File: src/rtl/coin_input_conditioner.sv
// Parking meter switch front end: sync, debounce, coin edge capture.
// Coin edges queue in pending and drain one per cycle, lowest index first.
module coin_input_conditioner #(
  parameter int DEBOUNCE_CYCLES = 500000,
  parameter int COIN0_SEC = 5,
  parameter int COIN1_SEC = 10,
  parameter int COIN2_SEC = 25
) (
  input  logic       clk,
  input  logic       reset,
  input  logic [2:0] sw_coin,
  input  logic       sw_start,
  output logic       coin_valid,
  output logic [7:0] coin_sec,
  output logic [1:0] coin_id,
  output logic       start_level,
  output logic [2:0] pending
);

  localparam int CW =
    (DEBOUNCE_CYCLES > 2) ? $clog2(DEBOUNCE_CYCLES) : 1;
  localparam logic [CW-1:0] CMAX = CW'(DEBOUNCE_CYCLES - 1);
  localparam logic [7:0] SEC0 = 8'(COIN0_SEC);
  localparam logic [7:0] SEC1 = 8'(COIN1_SEC);
  localparam logic [7:0] SEC2 = 8'(COIN2_SEC);

  if (DEBOUNCE_CYCLES < 2 || DEBOUNCE_CYCLES > (1 << 20)) begin : g_bad_db
    $error("DEBOUNCE_CYCLES out of range 2..2^20");
  end
  if (COIN0_SEC < 0 || COIN0_SEC > 255 ||
      COIN1_SEC < 0 || COIN1_SEC > 255 ||
      COIN2_SEC < 0 || COIN2_SEC > 255) begin : g_bad_sec
    $error("coin seconds must fit in 8 bits");
  end

  logic [3:0]    raw;
  logic [3:0]    s1;
  logic [3:0]    s2;
  logic [3:0]    stable;
  logic [CW-1:0] cnt [4];
  logic [2:0]    rise;
  logic [2:0]    clr;
  logic          pick;
  logic [1:0]    pick_id;
  logic [7:0]    pick_sec;

  assign raw = {sw_start, sw_coin};
  assign start_level = stable[3];

  // two-flop synchroniser on all four switch channels
  always_ff @(posedge clk or negedge reset) begin
    if (!reset) begin
      s1 <= '0;
      s2 <= '0;
    end else begin
      s1 <= raw;
      s2 <= s1;
    end
  end

  // per-channel stability counter; level follows after a full stable run
  always_ff @(posedge clk or negedge reset) begin
    if (!reset) begin
      stable <= '0;
      for (int i = 0; i < 4; i++) cnt[i] <= '0;
    end else begin
      for (int i = 0; i < 4; i++) begin
        if (s2[i] == stable[i]) begin
          cnt[i] <= '0;
        end else if (cnt[i] == CMAX) begin
          stable[i] <= s2[i];
          cnt[i]    <= '0;
        end else begin
          cnt[i] <= cnt[i] + CW'(1);
        end
      end
    end
  end

  // a coin edge is the cycle its debounced level flips from 0 to 1
  always_comb begin
    rise = '0;
    for (int i = 0; i < 3; i++) begin
      rise[i] = s2[i] && !stable[i] && (cnt[i] == CMAX);
    end
  end

  // lowest pending index wins the emitter this cycle
  always_comb begin
    pick     = 1'b0;
    pick_id  = 2'd0;
    pick_sec = 8'd0;
    clr      = 3'b000;
    if (pending[0]) begin
      pick     = 1'b1;
      pick_id  = 2'd0;
      pick_sec = SEC0;
      clr      = 3'b001;
    end else if (pending[1]) begin
      pick     = 1'b1;
      pick_id  = 2'd1;
      pick_sec = SEC1;
      clr      = 3'b010;
    end else if (pending[2]) begin
      pick     = 1'b1;
      pick_id  = 2'd2;
      pick_sec = SEC2;
      clr      = 3'b100;
    end
  end

  // pending queue (new edge beats clear) and registered event outputs
  always_ff @(posedge clk or negedge reset) begin
    if (!reset) begin
      pending    <= '0;
      coin_valid <= 1'b0;
      coin_id    <= 2'd0;
      coin_sec   <= 8'd0;
    end else begin
      pending    <= (pending & ~clr) | rise;
      coin_valid <= pick;
      coin_id    <= pick_id;
      coin_sec   <= pick_sec;
    end
  end

endmodule

File: config.mk
export PLATFORM = sky130hd
export DESIGN_NAME = coin_input_conditioner
export DESIGN_NICKNAME = d
export VERILOG_FILES = /design/src/rtl/coin_input_conditioner.sv
export SDC_FILE = /design/constraint.sdc
export NUM_CORES = 1
export LEC_CHECK = 0
export ABC_AREA = 0
export CORE_ASPECT_RATIO = 1.75
export CORE_MARGIN = 8
export CORE_UTILIZATION = 55
export CTS_CLUSTER_SIZE = 25
export DETAILED_ROUTE_END_ITERATION = 10
export PLACE_DENSITY = 0.74
export RECOVER_POWER = 100
export SYNTH_ARGS = -nofsm -noshare
export SYNTH_HDL_FRONTEND = slang
export SYNTH_SLANG_ARGS = --single-unit
File: constraint.sdc
create_clock -name clk -period 2.36 [get_ports clk]
set_input_delay 0.472 -clock clk [delete_from_list [all_inputs] [get_ports clk]]
set_output_delay 0.472 -clock clk [all_outputs]
set_load 0.03 [all_outputs]
Word level (Yosys, flattened, before mapping)
Cells that the tools add are included.

operators by class
  add/sub/neg operators = 4
  multiply operators = 0
  div/mod/pow operators = 0
  magnitude comparators = 0
  equality and inequality tests = 8
  shift-type cells = 0
  muxes and demuxes = 20
  bitwise logic cells = 7
  reductions and logical operators = 13

operator list
  kind                                                             count
  19-bit two-way mux                                               8
  19-bit by 1-bit adder with 19-bit output, second input constant  4
  19-bit == test, second input constant                            4
  5-bit two-way mux                                                3
  3-bit two-way mux                                                3
  2-bit AND reduction                                              4
  1-bit logical AND                                                6
  2-bit two-way mux                                                3
  1-bit == test                                                    4
  1-bit inverter                                                   4
  3-bit bitwise AND                                                1
  1-bit zero test                                                  3
  1-bit two-way mux                                                3
  3-bit inverter                                                   1
  3-bit OR                                                         1

word-level totals
  register bits = 102
  bits in latches = 0
  bits in writable memories = 0
  ROM bits = 0
  memories kept = 0

Longest topological paths before layout
Gate-level depths: netlist (run 1).

  depth after elaboration = 6
  depth in mapped cells = 7

Least setup slack after synthesis (run 1)
Ideal clock, no wire load.

  kind = reg2reg
  start = register cnt[49] (netlist bit)
  end = register stable[1]
  arrival = 1.932 ns
  path slack = 0.301 ns
  stages on the path, launching flop included = 5
  period minus slack after synthesis = 2.059 ns
  cells stage by stage = dfrtp_1 or4_1 or4_1 nor3_1 mux2_1

between the ends
  longest elaborated chain between the ends = 2

RTL lines
  element                          line  text
  start, declared                  40    logic [CW-1:0] cnt [4];
  start signal, assigned by index  74    cnt[i] <= cnt[i] + CW'(1);
  19-bit == test                   70    end else if (cnt[i] == CMAX) begin
  2-bit AND reduction (no line)    --
  end signal, assigned by index    71    stable[i] <= s2[i];
  end, declared                    39    logic [3:0] stable;

No other way between the ends.
A chain may end at the register's enable or synchronous reset.

Final worst setup path (run 1)
  start = register cnt[49] (netlist bit)
  end = register cnt[45] (netlist bit)

between the ends
  longest elaborated chain between the ends = 3

RTL lines
  element             line  text
  19-bit == test      70
  19-bit two-way mux  70
  19-bit two-way mux  68    if (s2[i] == stable[i]) begin

No other way between the ends.

==> results.json, run 1 <==
{
  "outcome": "finished clean",
  "ys.flop_type": "dfrtp_1",
  "internal-power_mw": 2.47,
  "grt_setup_unrepaired": "false",
  "fin_skew_ns": 0.00902,
  "hp-class": "flop to flop",
  "ys_seq_area_frac": 0.530,
  "drive_gt1_frac": 0.0707,
  "r2r_cells": 4,
  "synth-edff-count": 0,
  "syn_inst": 441,
  "dieArea_mm2": 0.0116,
  "setup_ws_ns": 0.138,
  "drv_slew": 0,
  "worst_path_largest_cell_delay_ns": 0.60,
  "r2r_slack_ns": 0.14,
  "numPortBuffers": 17,
  "post_cts_buffers": 0,
  "vdd_drop_max_mv": 0.433,
  "r2r-end": "cnt[45]$_DFF_PN0_",
  "p_total_mw": 3.21,
  "core_mm2": 0.00820,
  "period_minus_slack_ns": 2.22,
  "r2r_start": "cnt[49]$_DFF_PN0_",
  "finalHoldViolCount": 0,
  "crit_arrival_ns": 2.42,
  "ys_ff_latch": 97,
  "die_h_um": 137,
  "wl_per_cell_um": 15.3,
  "yosysTopAreaCellShare": 0.530,
  "syn_avg_cell_area_um2": 10.4,
  "area_growth_pct": 11.4,
  "drtAntennaViolNets": 0,
  "comb_power_share": 0.035,
  "crit_required_ns": 2.56,
  "routed_wl_um": 8550,
  "fp-row-count": 44,
  "grt-ovfl-total": 0,
  "powerDensity_mw_per_mm2": 629,
  "cts_sinks": 97,
  "viasPerCell": 5.83,
  "worstMarginPinSlew_ns": 1.23,
  "antenna_found_initial": 0,
  "layout.nets": 475,
  "setup_viol": 0,
  "worst_setup_path_end_kind": "flop",
  "ctsHtreeMaxLevel": 3,
  "grt_max_degree": 50,
  "synth_area_leaders": "dfrtp_1, nor2_1, xor2_1, xnor2_1, nand3_1",
  "ios": 21,
  "postSynth.asyncResetShare": 1.00,
  "grt_pass1_wl_um": 14900,
  "drc": 0,
  "path_depth": 4,
  "dpl_cell_area_mm2": 0.00483,
  "syn_area_mm2": 0.00458,
  "startpoint": "cnt[49]$_DFF_PN0_",
  "place_ws_ns": 0.221,
  "vias": 3261,
  "crit_family": "simple AND/OR/NAND/NOR gates",
  "cp_num_buf_inv": 0,
  "drv_cap": 0,
  "final_area_mm2": 0.00510,
  "power.share.clock": 0.433,
  "crit_top_cell": "or4_1",
  "dr.pass1.iters": 4,
  "ys_warn_count": 0,
  "final.period_utilization": 0.942,
  "fmax_ghz": 0.450,
  "cts.repair.resized": 0,
  "seq_power_share": 0.532,
  "cts_buffers": 9,
  "initial_core_util": 0.558,
  "tns_ns": 0,
  "fin_util": 0.622,
  "crit_chain": "or4_1 > or4_1 > o21bai_4 > nor2_1",
  "yosys.cell_count.top_type": "dfrtp_1",
  "die_width_um": 85.0,
  "synth_top_cell_by_area": "dfrtp_1",
  "cp-endpoint": "cnt[45]$_DFF_PN0_",
  "cts_tree": "yes",
  "holdBufCountCts": 0,
  "switching_share": 0.229,
  "slew_headroom": 0.181,
  "dpl.hpwl_um": 6010,
  "synth.top_cells.by_count": "dfrtp_1, nor2_1, xor2_1",
  "power.leakage_nw": 2.18,
  "nFillCells": 665,
  "drt_iter0_markers": 198,
  "cts.reportedPaths.clkPinSlew_ns": 0.07,
  "gr-usage-all-layers": 0.160,
  "grt_pass1_vias": 3363,
  "cts_root_buffer": "clkbuf_16",
  "gp_congestion": 0.851,
  "p_switching_mw": 0.734,
  "antenna_cells": 0,
  "cts_max_path_buffers": 2,
  "worstSetupPathType": "flop to flop",
  "worstSetupStartpointType": "flop",
  "ys_types": 47,
  "clk-insertion-delay-late_ns": 0.34,
  "critPathSlowestCell": "or4_1",
  "cp_max_fo": 17
}
power by group through the flow:
stage,registers (mW),clock network [mW],logic [mW]
after global routing,1.71,1.49,0.131
after global placement,1.74,0,0.115
after detailed placement,1.74,0,0.119
after CTS,1.71,1.42,0.119
final,1.71,1.39,0.112
after floorplan,1.73,0,0.0653
worst min path at each step:
stage                          from               endpoint  slack [ns]  cells past startpoint
floorplan                     reset       cnt[0]$_DFF_PN0_        0.18                      0
global placement    s1[3]$_DFF_PN0_        s2[3]$_DFF_PN0_        0.33                      0
detailed placement  s1[0]$_DFF_PN0_        s2[0]$_DFF_PN0_        0.34                      0
CTS                           reset  coin_sec[4]$_DFF_PN0_        0.17                      1
global route        s1[3]$_DFF_PN0_        s2[3]$_DFF_PN0_        0.36                      0
finish              s1[0]$_DFF_PN0_        s2[0]$_DFF_PN0_        0.35                      0
cell families (layout without fill, tap and decap cells):
kind of cell	count (synthesis)	in the layout	synth area share
flops	97	97	0.530
fa+ha+maj	7	7	0.0191
xor+xnor	50	50	0.0957
simple gates	207	207	0.247
buf+inv	30	54	0.0331
mux	3	3	0.00738
compound gates	46	46	0.0662
other cells	1	3	0.000819
sequential cells by signal, summed over array words and instances (netlist names):
name        flops
coin_id         1
stable          4
s2              4
coin_sec        4
s1              4
coin_valid      1
cnt            76
pending         3
layout make-up:
class,count,area (µm²),share of cell area
clock inverter,6,50.0,0.00981
sequential,97,2430,0.476
clock buffer,10,239,0.0469
inverter,14,52.6,0.0103
tap,92,115,0.0226
timing repair buffer,24,224,0.0439
multi-input combinational,316,1990,0.391
through the flow:
stage               hold WS (ns)  instances
detailed placement         0.338        543
CTS                        0.170        559
finish                     0.352        559
global route               0.359        559
floorplan                  0.176        443
global placement           0.333        543
per-layer routing:
layer / part of all wire / routed length (µm) / track usage
met1: 0.41 / 3520 / 0.169
met4: 0.014 / 121 / 0.0718
met2: 0.54 / 4640 / 0.292
met5: 0 / 0 / 0
met3: 0.032 / 272 / 0.0373
placed cells by master (no fill, tap or decap), types with 2 or more instances in the layout:
master,count
inv_1,14
nand2_1,23
or2_2,2
and4_1,9
and3_1,5
clkinv_4,2
xnor2_1,23
or3_1,14
nand3_1,25
nand3b_1,2
xor2_1,27
dlygate4sd3_1,16
or4b_1,3
nand4_1,17
clkbuf_16,9
nand2b_1,2
nor2_1,65
nand4bb_1,2
or4_1,14
ha_1,7
a21oi_1,20
nor3_1,9
o41ai_1,2
conb_1,3
dfrtp_1,97
mux2_1,3
o21ai_0,10
nor4_1,6
o31ai_1,8
clkbuf_2,2
buf_4,4
worst register-to-register path, stage by stage (launching register included):
cell and delay [ns]:
dfrtp_1 0.42, or4_1 0.55, or4_1 0.60, o21bai_4 0.40, nor2_1 0.12
No activity file was read; power rests on OpenSTA's default activity.
==> run 2: changes to the inputs <==
--- a/config.mk
+++ b/config.mk
@@ -7,8 +7,9 @@
 export LEC_CHECK = 0
 export ABC_AREA = 0
 export CORE_ASPECT_RATIO = 1.75
-export CORE_MARGIN = 8
+export CORE_MARGIN = 2
 export CORE_UTILIZATION = 55
+export CTS_CLUSTER_DIAMETER = 100
 export CTS_CLUSTER_SIZE = 25
 export DETAILED_ROUTE_END_ITERATION = 10
 export PLACE_DENSITY = 0.74
==> run 2 against run 1 <==
  * The flow now finishes with violations (capacitance limit, slew limit)
  * Global-route usage increased by 4.3 points
  * Core utilization increased by 0.34 points
  * Sequential power about the same
  * Clock power increased by 8%
  * Total power increased by 3.3%
  * Die area decreased by 22%
  * Hold slack got worse by 0.0035 ns
==> results.json, run 2 (synthesis gave the netlist of run 1 again) <==
{
  "cts_sinks": 97,
  "slew_headroom": -0.122,
  "setup_viol": 0,
  "largest_register": "cnt",
  "dpl.hpwl_um": 5800,
  "fin_skew_ns": 0.00797,
  "drv_slew": 31,
  "violations": "capacitance limit, slew limit",
  "final.period_utilization": 0.932,
  "vias": 3214,
  "antenna_cells": 0,
  "fmax_ghz": 0.454,
  "dr.pass1.iters": 4,
  "grt-ovfl-total": 0,
  "post_cts_buffers": 0,
  "fp-row-count": 44,
  "drive_gt1_frac": 0.0749,
  "cts_tree": "yes",
  "die_h_um": 125,
  "antenna_found_initial": 0,
  "power.leakage_nw": 2.20,
  "drt_iter0_markers": 194,
  "gp_congestion": 0.895,
  "worstMarginPinSlew_ns": 1.68,
  "cts_root_buffer": "clkbuf_16",
  "initial_core_util": 0.558,
  "vdd_drop_max_mv": 0.597,
  "place_inst": 543,
  "finalHoldViolCount": 0,
  "worstSetupPathType": "flop to flop",
  "drc": 0,
  "holdBufCountCts": 0,
  "cts_max_path_buffers": 2,
  "most-common-layout-cells": "dfrtp_1, nor2_1, xor2_1",
  "viasPerCell": 5.75,
  "worst_path_largest_cell_delay_ns": 0.56,
  "cp_max_fo": 18,
  "powerDensity_mw_per_mm2": 647,
  "cts_buffers": 9,
  "layout_commonest_cell": "dfrtp_1",
  "drtAntennaViolNets": 0,
  "dieArea_mm2": 0.00910,
  "outcome": "complete, but fails checks",
  "ctsHtreeMaxLevel": 3,
  "critPathSlowestCell": "or4_4",
  "worstSetupStartpointType": "flop",
  "core_mm2": 0.00820,
  "crit_required_ns": 2.57,
  "ios": 21,
  "grt_max_degree": 32,
  "die_width_um": 73.0,
  "worst_setup_path_end_kind": "flop",
  "gr-usage-all-layers": 0.202,
  "numPortBuffers": 17,
  "nFillCells": 694,
  "cts.reportedPaths.clkPinSlew_ns": 0.07,
  "holdWs_ns": 0.349,
  "wl_per_cell_um": 14.3,
  "cts.repair.resized": 0,
  "layout.nets": 475,
  "clk-insertion-delay-late_ns": 0.34,
  "stdcell_count": 559,
  "drv_cap": 1,
  "grt_setup_unrepaired": "false",
  "largest_reg_flops": 76,
  "tns_ns": 0,
  "area_growth_pct": 12.0,
  "period_minus_slack_ns": 2.20,
  "routed_wl_um": 8010,
  "hp-class": "flop to flop",
  "crit_chain": "or4_1 > or4_4 > o21ai_4 > clkbuf_2 > nor2_1",
  "grt_pass1_wl_um": 14500,
  "crit_arrival_ns": 2.41,
  "grt_pass1_vias": 3228
}
-- run 2: cell types whose count changed in the layout (fill, tap and decap cells not counted) --
| cell | previous run | this run |
|---|---|---|
| inv_6 | 1 | 2 |
| clkinv_4 | 2 | 1 |
| clkinvlp_4 | 1 | 0 |
| nor4_2 | 0 | 1 |
| clkbuf_2 | 2 | 4 |
| or4_1 | 14 | 13 |
| buf_4 | 4 | 2 |
| nor4_1 | 6 | 5 |
| bufinv_16 | 0 | 1 |
| or4_4 | 1 | 2 |
-- run 2: worst paths after layout --
| path | startpoint | to | slack (ns) | cells past startpoint |
|---|---|---|---|---|
| hold / removal | s1[2]$_DFF_PN0_ | s2[2]$_DFF_PN0_ | 0.35 | 0 |
| hold reg to reg | s1[2]$_DFF_PN0_ | s2[2]$_DFF_PN0_ | 0.35 | 0 |
| max in group asynchronous | reset | cnt[29]$_DFF_PN0_ | 0.66 | 2 |
| min in group asynchronous | reset | cnt[46]$_DFF_PN0_ | 0.56 | 1 |
| setup reg to reg | cnt[12]$_DFF_PN0_ | cnt[8]$_DFF_PN0_ | 0.16 | 5 |
| setup / recovery | cnt[12]$_DFF_PN0_ | cnt[8]$_DFF_PN0_ | 0.16 | 5 |
-- run 2: area by class of cell --
type / count / area, µm² / share of cell area
clock buffers: 10 / 239 / 0.0466
clock inverters: 6 / 72.6 / 0.0142
inverters: 14 / 52.6 / 0.0102
multi-input cells: 316 / 2000 / 0.390
flip-flops and latches: 97 / 2430 / 0.473
well taps: 92 / 115 / 0.0224
repair buffers: 24 / 219 / 0.0427
-- run 2: metrics by stage --
stage | setup slack (ns) | power, mW | util | area [µm²]
after floorplan | 0.301 | 1.80 | - | 4580
after global placement | 0.237 | 1.86 | 0.591 | 4850
after detailed placement | 0.212 | 1.86 | 0.591 | 4850
after CTS | 0.200 | 3.38 | 0.629 | 5160
after global routing | 0.0598 | 3.46 | 0.625 | 5130
final | 0.160 | 3.32 | 0.625 | 5130
-- run 2: critical path: cells and delay by family (launching register included) --
| family | cells | cell delay, ns |
|---|---|---|
| AO/OA/AOI/OAI | 1 | 0.13 |
| AND/OR/NAND/NOR | 3 | 1.17 |
| buffers and inverters | 1 | 0.34 |
| flip-flops | 1 | 0.43 |
-- run 2: report_power, final --
group	switching, mW	total, mW	leakage, nW	internal [mW]
Clock	0.632	1.50	0.155	0.865
Combinational	0.0783	0.113	0.714	0.0345
Sequential	0.0205	1.71	1.33	1.69
-- run 2: per-layer routing --
metal	routed length, µm	global-route usage	vias to the layer above
li1	-	-	1592
met1	3420	0.256	1569
met2	4230	0.330	39
met3	201	0.0518	14
met4	163	0.0730	0
met5	0	0	-
==> run 3: changes to the inputs <==
--- a/config.mk
+++ b/config.mk
@@ -6,8 +6,9 @@
 export NUM_CORES = 1
 export LEC_CHECK = 0
 export ABC_AREA = 0
+export ABC_CLOCK_PERIOD_IN_PS = 2360
 export CORE_ASPECT_RATIO = 1.75
-export CORE_MARGIN = 2
+export CORE_MARGIN = 1.5
 export CORE_UTILIZATION = 55
 export CTS_CLUSTER_DIAMETER = 100
 export CTS_CLUSTER_SIZE = 25
==> run 3 against run 2 <==
  * The run now ends clean
  * Count of clock-buffer cells in the layout up 1
  * Critical path depth down 1
  * Via count up 2.6%
  * Non-clock buffer count up 2
  * Combinational power down 4%
  * Sequential power about the same
  * Critical path type unchanged
  * Highest routed layer unchanged
==> results.json, run 3 (synthesis gave the netlist of run 1 again) <==
{
  "die_h_um": 124,
  "grt_max_degree": 42,
  "worstMarginPinSlew_ns": 0.995,
  "wl_per_cell_um": 15.1,
  "fmax_ghz": 0.462,
  "dr_wl_met3_um": 285,
  "most-common-layout-cells": "dfrtp_1, nor2_1, xor2_1",
  "crit_required_ns": 2.58,
  "cts.repair.resized": 0,
  "antenna_found_initial": 0,
  "cp_max_fo": 5,
  "wl_met1_um": 3430,
  "ios": 21,
  "drv_slew": 0,
  "vdd_drop_max_mv": 0.487,
  "layout.nets": 477,
  "gr-usage-all-layers": 0.205,
  "post_cts_buffers": 0,
  "cts_max_path_buffers": 2,
  "routed_wl_um": 8420,
  "switching_share": 0.199,
  "area_growth_pct": 12.6,
  "largest_reg_flops": 76,
  "fin_skew_ns": 0.00501,
  "internal-power_mw": 2.78,
  "top_layer": "met4",
  "viasPerCell": 5.90,
  "gp_congestion": 0.865,
  "seq_power_share": 0.492,
  "antenna_cells": 0,
  "ctsHtreeMaxLevel": 3,
  "cts_root_buffer": "clkbuf_16",
  "cts_tree": "yes",
  "cts_sinks": 97,
  "grt-ovfl-total": 0,
  "core_mm2": 0.00802,
  "largest_register": "cnt",
  "power.leakage_nw": 2.20,
  "dieArea_mm2": 0.00890,
  "powerDensity_mw_per_mm2": 673,
  "clk-insertion-delay-late_ns": 0.34,
  "worstSetupPathType": "flop to flop",
  "drc": 0,
  "layout_commonest_cell": "dfrtp_1",
  "finalHoldViolCount": 0,
  "grt_pass1_vias": 3329,
  "worst_setup_path_end_kind": "flop",
  "slew_headroom": 0.337,
  "setup_viol": 0,
  "grt_setup_unrepaired": "false",
  "initial_core_util": 0.571,
  "dpl.hpwl_um": 5770,
  "drive_gt1_frac": 0.0725,
  "cts_buffers": 9,
  "grt_pass1_wl_um": 14300,
  "worstSetupStartpointType": "flop",
  "drtAntennaViolNets": 0,
  "numPortBuffers": 17,
  "tns_ns": 0,
  "cts.reportedPaths.clkPinSlew_ns": 0.06,
  "die_width_um": 72.0,
  "fp-row-count": 43,
  "route.met2.wl_um": 4450,
  "holdBufCountCts": 0,
  "hp-class": "input port to asynchronous set/reset pin",
  "holdWs_ns": 0.289,
  "vias": 3299,
  "outcome": "finished clean",
  "final.period_utilization": 0.918,
  "comb_power_share": 0.031,
  "p_switching_mw": 0.691,
  "dr.pass1.iters": 4,
  "drv_cap": 0,
  "crit_arrival_ns": 2.38,
  "drt_iter0_markers": 257,
  "power.share.clock": 0.477,
  "period_minus_slack_ns": 2.17
}
run 3: critical path: stages, from the launching register on:
cell,delay (ns)
dfrtp_1,0.43
or4_1,0.51
or4_1,0.57
nor3_1,0.20
mux2_1,0.34
run 3: cell type report:
class,instances,area (µm²)
multi-input combinational,316,2000
timing repair buffer,26,218
fill,635,2860
inverter,14,52.6
sequential,97,2430
clock inverter,5,103
clock buffer,11,243
tap,90,113
run 3: worst paths after layout:
kind | cells after the start | slack, ns | endpoint | start
setup / recovery | 4 | 0.19 | stable[1]$_DFFE_PN0P_ | cnt[50]$_DFF_PN0_
hold / removal | 1 | 0.29 | cnt[70]$_DFF_PN0_ | reset
setup reg to reg | 4 | 0.19 | stable[1]$_DFFE_PN0P_ | cnt[50]$_DFF_PN0_
hold reg to reg | 0 | 0.35 | s2[2]$_DFF_PN0_ | s1[2]$_DFF_PN0_
max in group asynchronous | 2 | 0.72 | cnt[4]$_DFF_PN0_ | reset
min in group clk | 0 | 0.35 | s2[2]$_DFF_PN0_ | s1[2]$_DFF_PN0_
run 3: routing by layer:
metal  up-vias  GRT usage
li1       1593          -
met1      1613      0.222
met2        68      0.364
met3        25     0.0445
met4         0      0.114
met5         -          0
run 3: through the flow:
| step | power [mW] | util | std cells | area [µm²] | setup slack (ns) |
|---|---|---|---|---|---|
| 3_5_place_dp | 1.86 | 0.604 | 543 | 4850 | 0.196 |
| 5_1_grt | 3.60 | 0.643 | 559 | 5150 | 0.110 |
| 6_report | 3.47 | 0.643 | 559 | 5150 | 0.194 |
| 4_1_cts | 3.51 | 0.648 | 559 | 5190 | 0.184 |
| 2_1_floorplan | 1.80 | - | 443 | 4580 | 0.301 |
| 3_3_place_gp | 1.85 | 0.604 | 543 | 4850 | 0.243 |
run 3: power by group through the flow:
stage | Combinational, mW | Sequential, mW | Clock, mW
2_1_floorplan | 0.0653 | 1.73 | 0
3_3_place_gp | 0.118 | 1.74 | 0
3_5_place_dp | 0.120 | 1.74 | 0
4_1_cts | 0.121 | 1.71 | 1.68
5_1_grt | 0.128 | 1.71 | 1.76
6_report | 0.109 | 1.71 | 1.65
==> edit 1 (settings of run 3) <==
Make the reset (`reset`) synchronous in 3 clocked blocks.
--- a/src/rtl/coin_input_conditioner.sv
+++ b/src/rtl/coin_input_conditioner.sv
@@ -48,7 +48,7 @@
   assign start_level = stable[3];
 
   // two-flop synchroniser on all four switch channels
-  always_ff @(posedge clk or negedge reset) begin
+  always_ff @(posedge clk) begin
     if (!reset) begin
       s1 <= '0;
       s2 <= '0;
@@ -59,7 +59,7 @@
   end
 
   // per-channel stability counter; level follows after a full stable run
-  always_ff @(posedge clk or negedge reset) begin
+  always_ff @(posedge clk) begin
     if (!reset) begin
       stable <= '0;
       for (int i = 0; i < 4; i++) cnt[i] <= '0;
@@ -110,7 +110,7 @@
   end
 
   // pending queue (new edge beats clear) and registered event outputs
-  always_ff @(posedge clk or negedge reset) begin
+  always_ff @(posedge clk) begin
     if (!reset) begin
       pending    <= '0;
       coin_valid <= 1'b0;
Behaviour: no difference found for any inputs over 10 cycles, from zero or initial values and one cycle with reset low; that may be too few to reach the edited logic, so the function may still have changed.
==> edit 1 against run 3 <==
- worst setup slack improved by 4.5 ps
- fmax is 0.21% higher
- clock skew up 6.8 ps
- total power increased by 2.8%
- first-iteration DRC count is 38% lower
- synthesized cell count increased by 8.8%
- sequential cell count unchanged
- design area is 14% higher
- worst hold slack better by 150 ps
- wire length grew 15%
- final cell count increased by 25%
- area after synthesis is 9.5% higher
- critical path type unchanged
- largest power group unchanged
==> edit 1: results (changes against run 3) <==
** Logic synthesis
- The share of the synthesized area in the top cell type was 45.5% (-7.5 points).
- The commonest cells after synthesis are 79 x nor2_1, 76 x edfxtp_1, 44 x xnor2_1, 33 x nand2_1, 25 x nand3_1.
- The synthesis warning total came to 0 (unchanged).
- Fraction of the mapped netlist area in compound gates :: 4.44% (-2.2 points)
- The xor-xnor portion of the synthesized cell area is 10.3% (+0.74 points).
- Post-synthesis share of cell area spent on full adders, half adders and majority gates :: 1.75% (-0.17 points)
- Multiplexer area fraction after synthesis :: 0.399% (-0.34 points)
- Number of unique standard cell types used by synthesis :: 49 (+4.3%)
- Top area cells in the synthesized netlist :: edfxtp_1 46%, dfxtp_1 8.4%, xnor2_1 7.7%
- Asr flop ratio synth :: 0% (-100 points)
- The register area share after synthesis is 53.9% (+0.87 points).
- The number of enable flip-flop cells after synthesis was 76 (+76).
- Mean instance size in the synthesized netlist :: 10.4 um^2 (+0.64%)

** Power
- The sequential power was 1.98 mW (+16%).
- The static power due to leakage came to 2.03 nW (-8.0%).
- Overall power of the completed layout :: 3.57 mW (+2.8%)
- The clock-net power came to 1.44 mW (-13%).
- Worst vdd ir :: 0.428 mV (-12%)

** GRT
- Fraction of met2 tracks used by global routing :: 40.3% (+3.9 points)
- The number of global-route vias before repair was 3,609 (+8.4%).
- The global-route met3 utilization came to 3.34% (-1.1 points).
- The pin count of the biggest net entering global routing is 20 (-52%).
- Wire length of the first global-routing pass :: 16,500 um (+15%)
- The global-route usage over all layers is 22.4% (+1.9 points).
- GR Util met1 :: 25.0% (+2.8 points)

** Hold path
- Hold Crit Class :: flop to flop

** Outcome
- The run finished with clean final reports.

** STA
- Worst-Margin Slew :: 563 ps (-432 ps)

** Routing
- The final routed wire length divided by cell count came to 13.7 um (-8.7%).
- The length of routed met3 wiring is 215 um (-25%).
- The total length of routed met2 wires came to 5340 um (+20%).
- Total vias in the final route :: 3,677 (+11%)
- Initial detailed-routing violation count :: 159 (-38%)
- The wire length on met1 is 3790 um (+10%).

** Placed design
- The placer congestion estimate is 0.925 (+7.0%).
- The worst-case setup slack after placement was 216 ps (+19.4 ps).
- Instance area after placement :: 5600 um^2 (+16%)
- Cell count after placement :: 685 (+26%)

** Cells and area
- The number of nets in the finished design came to 592 (+24%).
- Number of standard cells in the layout, taps in and fillers out :: 701 (+25%)
- The fraction of final layout cells with drive strength greater than 1 came to 6.16% (-1.1 points).
- Fill count :: 743 (+17%)

** Worst setup path
- Cell type of the slowest stage on the worst timing path :: or4b_1
- The largest driver fanout on the critical path came to 12 (+7).
- Largest incremental delay on the critical path :: 530 ps (-40 ps)
- Data arrival time of the critical path :: 2270 ps (-110 ps)

** Clock network
- Cell at the root of the clock tree :: clkbuf_16
[edit 1: cell count changes in the layout (fill, tap and decap cells not counted), sizes merged, moves of 11 or more]
cell    change
nor2       +14
or4        -11
nor3       +11
xor2       -12
nor4       +14
conb       +76
xnor2      +21
dfxtp      +21
dfrtp      -97
edfxtp     +76
[edit 1: final timing paths]
path	startpoint	end	slack, ps	depth (start not counted)
max	cnt[0][69]	cnt[0][64]	200	5
min	s1[3]	s2[3]	430	1
max reg2reg	cnt[0][69]	cnt[0][64]	200	5
min reg2reg	s1[3]	s2[3]	430	1
[edit 1: layout make-up]
cell class	instances	area, um^2	share of cell area (%)
clock buffers	10	250	4.27
flip-flops and latches	97	2700	46.1
multi-input cells	423	2410	41.0
well taps	117	146	2.50
inverters	21	78.8	1.34
clock inverters	6	46.3	0.790
repair buffers	27	233	3.97
==> edit 2 (config.mk and constraints of run 3) <==
Made on the original files. The parameter `DEBOUNCE_CYCLES` goes from 500000 to 250000.
--- a/src/rtl/coin_input_conditioner.sv
+++ b/src/rtl/coin_input_conditioner.sv
@@ -1,7 +1,7 @@
 // Parking meter switch front end: sync, debounce, coin edge capture.
 // Coin edges queue in pending and drain one per cycle, lowest index first.
 module coin_input_conditioner #(
-  parameter int DEBOUNCE_CYCLES = 500000,
+  parameter int DEBOUNCE_CYCLES = 250000,
   parameter int COIN0_SEC = 5,
   parameter int COIN1_SEC = 10,
   parameter int COIN2_SEC = 25
Formal check against the unedited RTL: same outputs for any inputs over 10 cycles, from zero or initial values and one cycle with reset low; that may be too few to reach the edited logic, so the function may still have changed.
==> edit 2 against run 3 <==
- worst setup slack worse by 44 ps
- via count down 6.5%
- area after synthesis down 4.0%
- combinational power down 5%
- wire length down 4.7%
- total power down 7.9%
- sequential cell count down 4
- critical endpoint is now stable[0]
- design area down 4.9%
- sequential share of layout area up 0.39 points
- fmax down 2.0%
==> edit 2: results (changes against run 3) <==
** Logic synthesis
- Number of unique standard cell types used by synthesis :: 39 (-17%)
- The commonest cells after synthesis are 93 x dfrtp_1, 79 x nor2_1, 39 x xnor2_1, 28 x nand3_1, 22 x nand4_1.
- The register area share after synthesis came to 52.9% (-0.088 points).
- The average instance area after synthesis was 10.3 um^2 (-0.35%).
- Top area cells in the synthesized netlist :: dfrtp_1 53%, xnor2_1 7.8%, nor2_1 6.7%

** Placed design
- The instance area at placement came to 4630 um^2 (-4.4%).
- The number of cells in the design after placement is 525 (-3.3%).
- The port buffer count was 17 (unchanged).
- The detailed placement HPWL came to 5490 um (-4.9%).
- Final estimated routing congestion in global placement :: 0.801 (-7.3%)

** GRT
- The first-pass GRT wire length came to 14,100 um (-1.6%).
- Largest net degree at the start of global routing :: 41 (-2.4%)
- The global-route usage over all layers came to 20.8% (+0.39 points).
- Vias in the first global route :: 3,133 (-5.9%)

** Clock network
- Clock latency reported for the late side of the worst-skew pair :: 350 ps
- H-tree depth :: 3 (unchanged)

** Routing
- Vias per cell :: 5.70 (-3.4%)
- The number of search-and-repair iterations in the first detailed-routing pass is 5 (+1).
- Total wire length after detailed routing :: 8020 um (-4.7%)
- The detailed router's first-iteration violation count is 283 (+10%).
- Post-detailed-route wirelength per cell :: 14.8 um (-1.6%)

** Outcome
- The flow ran to the end, and the final reports show no timing, DRC or antenna violations.

** Cells and area
- The number of flip-flops in the largest register was 72 (-5.3%).
- The fraction of final layout cells with drive strength greater than 1 is 7.10% (-0.15 points).
- Net total in the final layout :: 459 (-3.8%)
- Fill count :: 651 (+2.5%)
- Register ranked first by flip-flop count :: cnt

** Worst setup path
- The data arrival time of the worst path was 2440 ps (+60 ps).

** Power
- Switching portion of total power :: 22.0% (+2.1 points)
- Total power per unit cell area :: 652 nW/um^2 (-3.1%)
- Worst vdd ir :: 0.410 mV (-16%)
- The static power due to leakage came to 2.07 nW (-6.3%).

** Hold path
- In this run the worst hold path is classified as input pin to async pin.

** STA
- The worst-margin pin slew is 1000 ps (+7.44 ps).
- Worst clock skew :: 5.36 ps (+0.353 ps)
## edit 2: final timing paths
check                      startpoint   endpoint  slack [ps]  cells past startpoint
setup reg to reg              cnt[64]  stable[0]         150                      4
max in group asynchronous       reset    cnt[70]         660                      2
setup / recovery              cnt[64]  stable[0]         150                      4
hold / removal                  reset    cnt[53]         280                      1
min in group clk                s1[2]      s2[2]         350                      0
hold reg to reg                 s1[2]      s2[2]         350                      0
## edit 2: power groups by stage
stage	clock [mW]	sequential [mW]	combinational, mW
global placement	0	1.67	0.110
detailed placement	0	1.67	0.115
finish	1.45	1.64	0.104
global route	1.54	1.64	0.124
floorplan	0	1.66	0.0651
CTS	1.48	1.64	0.115
## edit 2: stage by stage
stage                     setup slack [ps]  power [mW]
after floorplan                        286        1.73
final                                  150        3.20
after global routing                  54.1        3.31
after global placement                 227        1.78
after detailed placement               165        1.78
after CTS                              161        3.24
## edit 2: cell families after synthesis
logic type | Yosys count | share of synthesized area (%)
buf+inv | 30 | 3.64
mux | 4 | 1.02
flops | 93 | 52.9
xor+xnor | 56 | 11.2
fa+ha+maj | 7 | 1.99
compound gates | 25 | 4.27
other cells | 1 | 0.0853
simple gates | 209 | 24.9
## edit 2: critical path: stages, from the launching register on
cell and delay (ps):
dfrtp_1 430, or4_1 530, or4_1 600, nor3_1 180, mux2_2 360
## edit 2: routing by layer
layer	routed length [um]	track usage, %
met5	0	0
met4	175	10.1
met1	3240	23.6
met3	261	4.65
met2	4340	36.7
## edit 2: layout make-up
class,instances,area share (%)
clock buffers,10,4.88
clock inverters,6,1.28
inverters,16,1.23
multi-input cells,304,38.9
flip-flops and latches,93,47.5
well taps,90,2.30
repair buffers,22,3.93
